**src/rtl/grf_wb_pkg.sv**
```systemverilog
// grf_wb_pkg: shared widths, FIFO entry type and register-zero constant for the GRF write-back arbiter
package grf_wb_pkg;
    localparam int WB_ADDR_W = 5;
    localparam int WB_DATA_W = 32;
    localparam logic [WB_ADDR_W-1:0] REG_ZERO = '0;
    typedef struct packed {
        logic [WB_ADDR_W-1:0] wa;
        logic [WB_DATA_W-1:0] wd;
        logic [WB_DATA_W-1:0] pc;
        logic                 live;
    } wb_entry_t;
endpackage

```
**src/rtl/grf_wb_fifo.sv**
```systemverilog
// grf_wb_fifo: auxiliary write FIFO with kill-by-address and live-entry lookup on two ports
module grf_wb_fifo
    import grf_wb_pkg::*;
#(
    parameter int DEPTH = 4,
    localparam int PTR_W = $clog2(DEPTH),
    localparam int CNT_W = PTR_W + 1
) (
    input  logic                 clk,
    input  logic                 rst,
    input  logic                 i_push,
    input  wb_entry_t            i_push_e,
    input  logic                 i_pop,
    input  logic                 i_kill,
    input  logic [WB_ADDR_W-1:0] i_kill_wa,
    input  logic [WB_ADDR_W-1:0] i_ra1,
    input  logic [WB_ADDR_W-1:0] i_ra2,
    output wb_entry_t            o_head,
    output logic [CNT_W-1:0]     o_count,
    output logic                 o_hit1,
    output logic                 o_hit2
);
    wb_entry_t        r_mem [DEPTH];
    logic [PTR_W-1:0] r_wr;
    logic [PTR_W-1:0] r_rd;
    logic [CNT_W-1:0] r_count;

    assign o_head  = r_mem[r_rd];
    assign o_count = r_count;

    // Kill older matches first, retire the popped slot, then write the new (younger, live) entry
    always_ff @(posedge clk) begin
        if (rst) begin
            r_wr    <= '0;
            r_rd    <= '0;
            r_count <= '0;
            for (int i = 0; i < DEPTH; i++) r_mem[i].live <= 1'b0;
        end else begin
            for (int i = 0; i < DEPTH; i++)
                if (i_kill && r_mem[i].wa == i_kill_wa) r_mem[i].live <= 1'b0;
            if (i_pop) begin
                r_mem[r_rd].live <= 1'b0;
                r_rd             <= r_rd + 1'b1;
            end
            if (i_push) begin
                r_mem[r_wr] <= i_push_e;
                r_wr        <= r_wr + 1'b1;
            end
            r_count <= r_count + CNT_W'(i_push) - CNT_W'(i_pop);
        end
    end

    // Only occupied entries can be live, so a plain scan of all slots is enough
    always_comb begin
        o_hit1 = 1'b0;
        o_hit2 = 1'b0;
        for (int i = 0; i < DEPTH; i++) begin
            o_hit1 = o_hit1 | (r_mem[i].live && r_mem[i].wa == i_ra1 && i_ra1 != REG_ZERO);
            o_hit2 = o_hit2 | (r_mem[i].live && r_mem[i].wa == i_ra2 && i_ra2 != REG_ZERO);
        end
    end
endmodule

```
**src/rtl/grf_wb_arbiter.sv**
```systemverilog
// grf_wb_arbiter: merges pipeline and buffered auxiliary write-backs onto the single GRF write port
// Optional commit trace enabled by defining WB_TRACE_EN.
module grf_wb_arbiter
    import grf_wb_pkg::*;
#(
    parameter int DEPTH  = 4,
    parameter int ADDR_W = WB_ADDR_W,
    parameter int DATA_W = WB_DATA_W,
    localparam int CNT_W = $clog2(DEPTH) + 1
) (
    input  logic              clk,
    input  logic              rst,
    input  logic              pipe_we,
    input  logic [ADDR_W-1:0] pipe_wa,
    input  logic [DATA_W-1:0] pipe_wd,
    input  logic [DATA_W-1:0] pipe_pc,
    input  logic              aux_valid,
    output logic              aux_ready,
    input  logic [ADDR_W-1:0] aux_wa,
    input  logic [DATA_W-1:0] aux_wd,
    input  logic [DATA_W-1:0] aux_pc,
    output logic              grf_we,
    output logic [ADDR_W-1:0] grf_wa,
    output logic [DATA_W-1:0] grf_wd,
    output logic [DATA_W-1:0] grf_pc,
    input  logic [ADDR_W-1:0] q_ra1,
    input  logic [ADDR_W-1:0] q_ra2,
    output logic              q_hit1,
    output logic              q_hit2,
    output logic [CNT_W-1:0]  count
);
    wb_entry_t w_head;
    wb_entry_t w_push_e;
    logic      w_pipe_eff;
    logic      w_nonempty;
    logic      w_aux_sel;
    logic      w_push;
    logic      w_pop;
    logic      w_hit1;
    logic      w_hit2;

    assign w_pipe_eff = pipe_we && pipe_wa != REG_ZERO;
    assign w_nonempty = count != '0;
    assign aux_ready  = !rst && count != CNT_W'(DEPTH);
    assign w_push     = aux_valid && aux_ready && aux_wa != REG_ZERO;
    assign w_push_e   = '{wa: aux_wa, wd: aux_wd, pc: aux_pc, live: 1'b1};
    assign w_aux_sel  = w_nonempty && w_head.live && !w_pipe_eff;
    assign w_pop      = !rst && w_nonempty && (!w_head.live || !w_pipe_eff);

    // Pipeline always wins the port; a live head drains only into idle cycles
    always_comb begin
        grf_we = !rst && (w_pipe_eff || w_aux_sel);
        grf_wa = !grf_we ? '0 : w_pipe_eff ? pipe_wa : w_head.wa;
        grf_wd = !grf_we ? '0 : w_pipe_eff ? pipe_wd : w_head.wd;
        grf_pc = !grf_we ? '0 : w_pipe_eff ? pipe_pc : w_head.pc;
        q_hit1 = !rst && w_hit1;
        q_hit2 = !rst && w_hit2;
    end

    grf_wb_fifo #(.DEPTH(DEPTH)) u_fifo (
        .clk       (clk),
        .rst       (rst),
        .i_push    (w_push),
        .i_push_e  (w_push_e),
        .i_pop     (w_pop),
        .i_kill    (w_pipe_eff && !rst),
        .i_kill_wa (pipe_wa),
        .i_ra1     (q_ra1),
        .i_ra2     (q_ra2),
        .o_head    (w_head),
        .o_count   (count),
        .o_hit1    (w_hit1),
        .o_hit2    (w_hit2)
    );

`ifdef WB_TRACE_EN
    // Canonical commit trace covering both write sources
    always @(posedge clk) begin
        if (!rst && grf_we) $display("@%h: $%d <= %h", grf_pc, grf_wa, grf_wd);
    end
`endif
endmodule
```
**config.mk**
```make
export PLATFORM = sky130hd
export DESIGN_NAME = grf_wb_arbiter
export DESIGN_NICKNAME = d
export VERILOG_FILES = /design/src/rtl/grf_wb_pkg.sv /design/src/rtl/grf_wb_fifo.sv /design/src/rtl/grf_wb_arbiter.sv
export SDC_FILE = /design/constraint.sdc
export NUM_CORES = 1
export LEC_CHECK = 0
export CAP_MARGIN = 10
export CORE_ASPECT_RATIO = 1.5
export CORE_UTILIZATION = 53
export CTS_CLUSTER_DIAMETER = 40
export CTS_CLUSTER_SIZE = 28
export DETAILED_ROUTE_END_ITERATION = 8
export PLACE_DENSITY_LB_ADDON = 0.05
export SYNTH_ARGS = -nofsm -noshare
export SYNTH_HDL_FRONTEND = slang
export SYNTH_SLANG_ARGS = --single-unit
```
**constraint.sdc**
```tcl
create_clock -name clk -period 11.7 [get_ports clk]
set_input_delay 3.51 -clock clk [delete_from_list [all_inputs] [get_ports clk]]
set_output_delay 3.51 -clock clk [all_outputs]
set_load 0.005 [all_outputs]
```
# Word level (Yosys, flattened, before mapping)
# Memory sizes are Yosys's and may differ from the RTL's. A register that Yosys moved wholly into a read port is not among the register bits.
# Index checks and enable logic that the tools add are counted.
# word_totals
ramBits	280
n_memories	1
input_bits	152
ff_bits	7
output_inout_bits	76
elab_cells	105
# op_classes
n_addsub	4
eq_ne	13
reduce_logical	42
mux	32
bitwise_logic	10
# memory_table
memory	words	word_bits	rd	rd_ports_with_merged_regs	write_ports	line	source
u_fifo.r_mem	4	70	5	1	6	grf_wb_fifo.sv:23	wb_entry_t r_mem [DEPTH];
# ops
operator	count
2-to-1 mux 32 bit	4
== test 5 bit	12
logical AND 1 bit	32
2-to-1 mux 1 bit	24
nonzero test 5 bit	4
2-to-1 mux 5 bit	2
bitwise OR 1 bit	10
adder 2 x 1 -> 2 bit (second input constant)	2
2-to-1 mux 2 bit	2
adder 3 x 1 -> 3 bit	1
zero test 1 bit	3
!= test 3 bit (second input constant)	1
nonzero test 3 bit	1
subtractor 3 x 1 -> 3 bit	1
logical OR 1 bit	2

# Longest topological paths before layout
# Gate-level depths: netlist (run 1).
# depth
depth_word	8
mapped_depth	13
mapped_depth_nobuf	11

# By module
# A second synthesis (run 1) with hierarchy kept.
# unflattened
cells_unflattened	788
area_unflattened_um2	13213.9
# by_module_without_submodules
module	cells_each	instances	seq_area_each_um2	area_each_um2
grf_wb_fifo	532	1	8588.2	11486.0
grf_wb_arbiter	256	1	0.0	1727.9

# Worst setup path after synthesis (run 1)
# Ideal clock, no wire load.
# synth_path
kind	input-to-reg
from	input port rst
to	memory u_fifo.r_mem[1][10] (netlist name), enable pin
slack_ns	2.467
setup_time_ns	0.584
required_time_ns	11.116
cell_stages	4
arrival_ns	8.649
path_buffers	1
cell_sequence	clkbuf_1 -> clkinv_1 -> nand3_1 -> nor3_1
# synth_rtl
item	line	source
from (decl)	grf_wb_arbiter.sv:12	input logic rst,
to (decl)	grf_wb_fifo.sv:23	

# Worst setup path after layout (run 1)
# layout_path
from	input port pipe_wa[0]
to	output port grf_wd[11]
# layout_between
elab_chain_len	7
word_cells_on_any_way	8
classes_between	2 x mux; 6 x reduce/logical
# layout_rtl
item	line	source
from (decl)	grf_wb_arbiter.sv:14	input logic [ADDR_W-1:0] pipe_wa,
nonzero test 5 bit *	grf_wb_arbiter.sv:42	assign w_pipe_eff = pipe_we && pipe_wa != REG_ZERO;
logical AND 1 bit *	grf_wb_arbiter.sv:42	
zero test 1 bit	grf_wb_arbiter.sv:47	assign w_aux_sel = w_nonempty && w_head.live && !w_pipe_eff;
logical AND 1 bit	grf_wb_arbiter.sv:47	
logical OR 1 bit	grf_wb_arbiter.sv:52	grf_we = !rst && (w_pipe_eff || w_aux_sel);
logical AND 1 bit	grf_wb_arbiter.sv:52	
2-to-1 mux 32 bit *	grf_wb_arbiter.sv:54	grf_wd = !grf_we ? '0 : w_pipe_eff ? pipe_wd : w_head.wd;
to (decl)	grf_wb_arbiter.sv:24	output logic [DATA_W-1:0] grf_wd,
# Every way passes the cells marked *; elsewhere a longest branch is shown, timed or not.

==> reports/metrics.cfg, run 1 <==
[power_and_ir_drop]
p_leak_nw=5.185
ir_drop_mv=0.1501
powerDensity_mw_per_mm2=173.1

[sta]
period_share=0.8612
hold_viol=0
period_minus_slack_ns=10.08
relSlewSlack=0.2569
maxSlewViolCount=0
setup_viol=0
finalSetupTns_ns=0
worst_pin_slew_ns=1.115
max_freq_mhz=99.25
rsz0062_at_grt=false
whs_ns=0.5708
finClkSkew_ns=0.01834

[global_routing]
busiest_layer=met2
grt_pass1_vias=7958
grt.total_usage=0.2381
grt_pass1_wl_mm=43.10
grt_overflow=0
grt.met2_usage=0.4275
antenna_found_initial=2
grt_use_met1=0.2765
grt_max_degree=71
use_met3=0.03758

[place]
hpwl_mm=17.69
placed_cell_area_sq_mm=0.01484
io_buffers=227
place.gp.congestion=0.8339

[final_layout]
fin_area_sq_mm=0.01573
drive_gt1_frac=0.1303
multiInputGateArea_sq_mm=0.003583
final_cell_mix=edfxtp_1, clkdlybuf4s50_1, nand2_1
syn_to_final_growth_pct=26.78
final.fill_count=1543
fin_util=0.6846
final_common_cell=edfxtp_1
fin_nets=1142
regArea_sq_mm=0.008556

[synth]
async_reset_ff_frac=0
synthTopCellsByArea=edfxtp_1, mux4_2, nand2_1, xor2_1, a21oi_1
netlist_instances=774
synth_edf_count=276
netlist_area_sq_mm=0.01240
ys_seq_elements=289
ys_seq_area_frac=0.6891
synth_top_area_cell=edfxtp_1
yosysUniqueCellTypes=36
synth.avg_cell_area_sq_um=16.03
synthFlopType=edfxtp_1
synth.net_count=937
yosys.area.top_type_share=0.6681
synth_warnings=0

[clock_tree]
cts_buffers=26
cts_root_buffer=clkbuf_16
cts_setup_buffers=0
cts.htree.levels=1
tritoncts=yes
clock_sinks=289
cts.clk_slew.worst_paths_ns=0.07
cts_resized=0
cts-hold-fix-buffers=0
insertion_delay_ns=0.56
clockBufferDepth=3

[hold_path]
hold_depth=2
hold_path.class=reg2reg

[critical_path]
cp_slowest_cell=or4_4
criticalPathCategory=in2out
cp_num_buf_inv=3
cp.required_ns=8.19
cp-start-kind=primary input
path_delay_family=buffers and inverters
slowest_delay_ns=0.62
cp_common_cell=clkdlybuf4s50_1
end_kind=primary output
crit_chain=clkdlybuf4s50_1 > or4_4 > o21ai_4 > nand2_1 > nand2_2 > buf_4 > a21oi_1 > clkdlybuf4s50_1
crit_fanout=38
r2r_cells=10
cp_data_arrival_time_ns=6.57
critical_path_depth=8

[drt]
vias_per_cell=5.726
drt-initial-drc-count=400
dr.pass1.iters=4
routedWlPerCell_um=21.71
antenna_left=0
via_count=7329
wl_mm=27.79
drcViolationCount=0

[die]
die_h_um=189.4
core_sq_mm=0.02297
die_x_um=126.9
num_rows=68
pin_count=228
start_util=0.5400
die_area_sq_mm=0.02403

[status]
status=finished, final reports clean

[flow_run]
maxCapViolCount=0

## per-stage QoR
step | cells | worst slack [ns] | total power (W)
final | 1280 | 1.624 | 0.002722
after global routing | 1279 | 1.496 | 0.002836
after CTS | 1278 | 1.596 | 0.002753
after detailed placement | 1231 | 1.604 | 0.001901
after global placement | 1231 | 1.656 | 0.001887
after floorplan | 774 | 2.467 | 0.001667
## cell families (layout without fill, tap and decap cells)
family,count (synthesis),in the layout,synth area share
AO/OA/AOI/OAI,83,83,0.03712
XOR/XNOR,64,64,0.04519
adder cells (fa/ha/maj),11,11,0.01170
buffers and inverters,66,290,0.02391
flip-flops,289,289,0.6891
multiplexers,71,71,0.1279
other,0,2,0
AND/OR/NAND/NOR,190,190,0.06506
## power breakdown
group          internal [W]  switching, W
Clock              0.000452      0.000402
Combinational      0.000340      0.000232
Sequential          0.00120     0.0000966
Total               0.00199      0.000731
## per-layer routing
layer  up-vias  routed length, um
met3        68               1484
met2       260              14430
met4         0               1123
met5         -                  0
li1       3345                  -
met1      3656              10750
## worst paths after layout
path,slack (ns),startpoint,to
max,1.62,pipe_wa[0],grf_wd[11]
min,0.57,u_fifo.r_wr[1],u_fifo.r_wr[1]
max reg2reg,8.21,flip-flop,u_fifo.o_count[2]
min reg2reg,0.57,u_fifo.r_wr[1],u_fifo.r_wr[1]
## cells in the mapped netlist (4+ instances only)
cell      count
xnor2_1      20
nor3_1        6
buf_2        24
dfxtp_1      13
nand2_1     145
nor2_1        7
a41o_1        4
and2_1        4
nor4_1        8
nand3_1       5
ha_1         10
inv_1         9
clkbuf_1     28
xor2_1       44
a21oi_1      69
a31oi_1       4
mux4_2       70
edfxtp_1    276
nand4_1       4
## area by class of cell
| cell class | count | area share |
|---|---|---|
| sequential | 289 | 0.5440 |
| multi-input combinational | 419 | 0.2279 |
| timing repair buffer | 233 | 0.1473 |
| clock buffer | 29 | 0.04209 |
| tap | 280 | 0.02228 |
| clock inverter | 18 | 0.01368 |
| inverter | 10 | 0.002387 |
| antenna | 2 | 0.0003182 |
## tightest hold or removal path, delay by kind of cell, from the launching register on
kind / cells / cell delay (ns)
AO/OA/AOI/OAI: 1 / 0.09
buffers and inverters: 1 / 0.10
flip-flops: 1 / 0.33
## registers in the layout, indices dropped and copies added (netlist names), named ones only
| name | flops |
|---|---|
| u_fifo.r_rd | 2 |
| u_fifo.o_count | 3 |
| u_fifo.r_wr | 2 |
| u_fifo.r_mem | 280 |
Power figures use the tool's default switching activity.
==> inputs of run 2 (changes only) <==
--- a/config.mk
+++ b/config.mk
@@ -11,7 +11,9 @@
 export CTS_CLUSTER_DIAMETER = 40
 export CTS_CLUSTER_SIZE = 28
 export DETAILED_ROUTE_END_ITERATION = 8
+export HOLD_SLACK_MARGIN = 0.02
 export PLACE_DENSITY_LB_ADDON = 0.05
+export SLEW_MARGIN = 0
 export SYNTH_ARGS = -nofsm -noshare
 export SYNTH_HDL_FRONTEND = slang
 export SYNTH_SLANG_ARGS = --single-unit
==> results of run 2 <==
The final DEF is identical to that of run 1; final timing and power are the same.
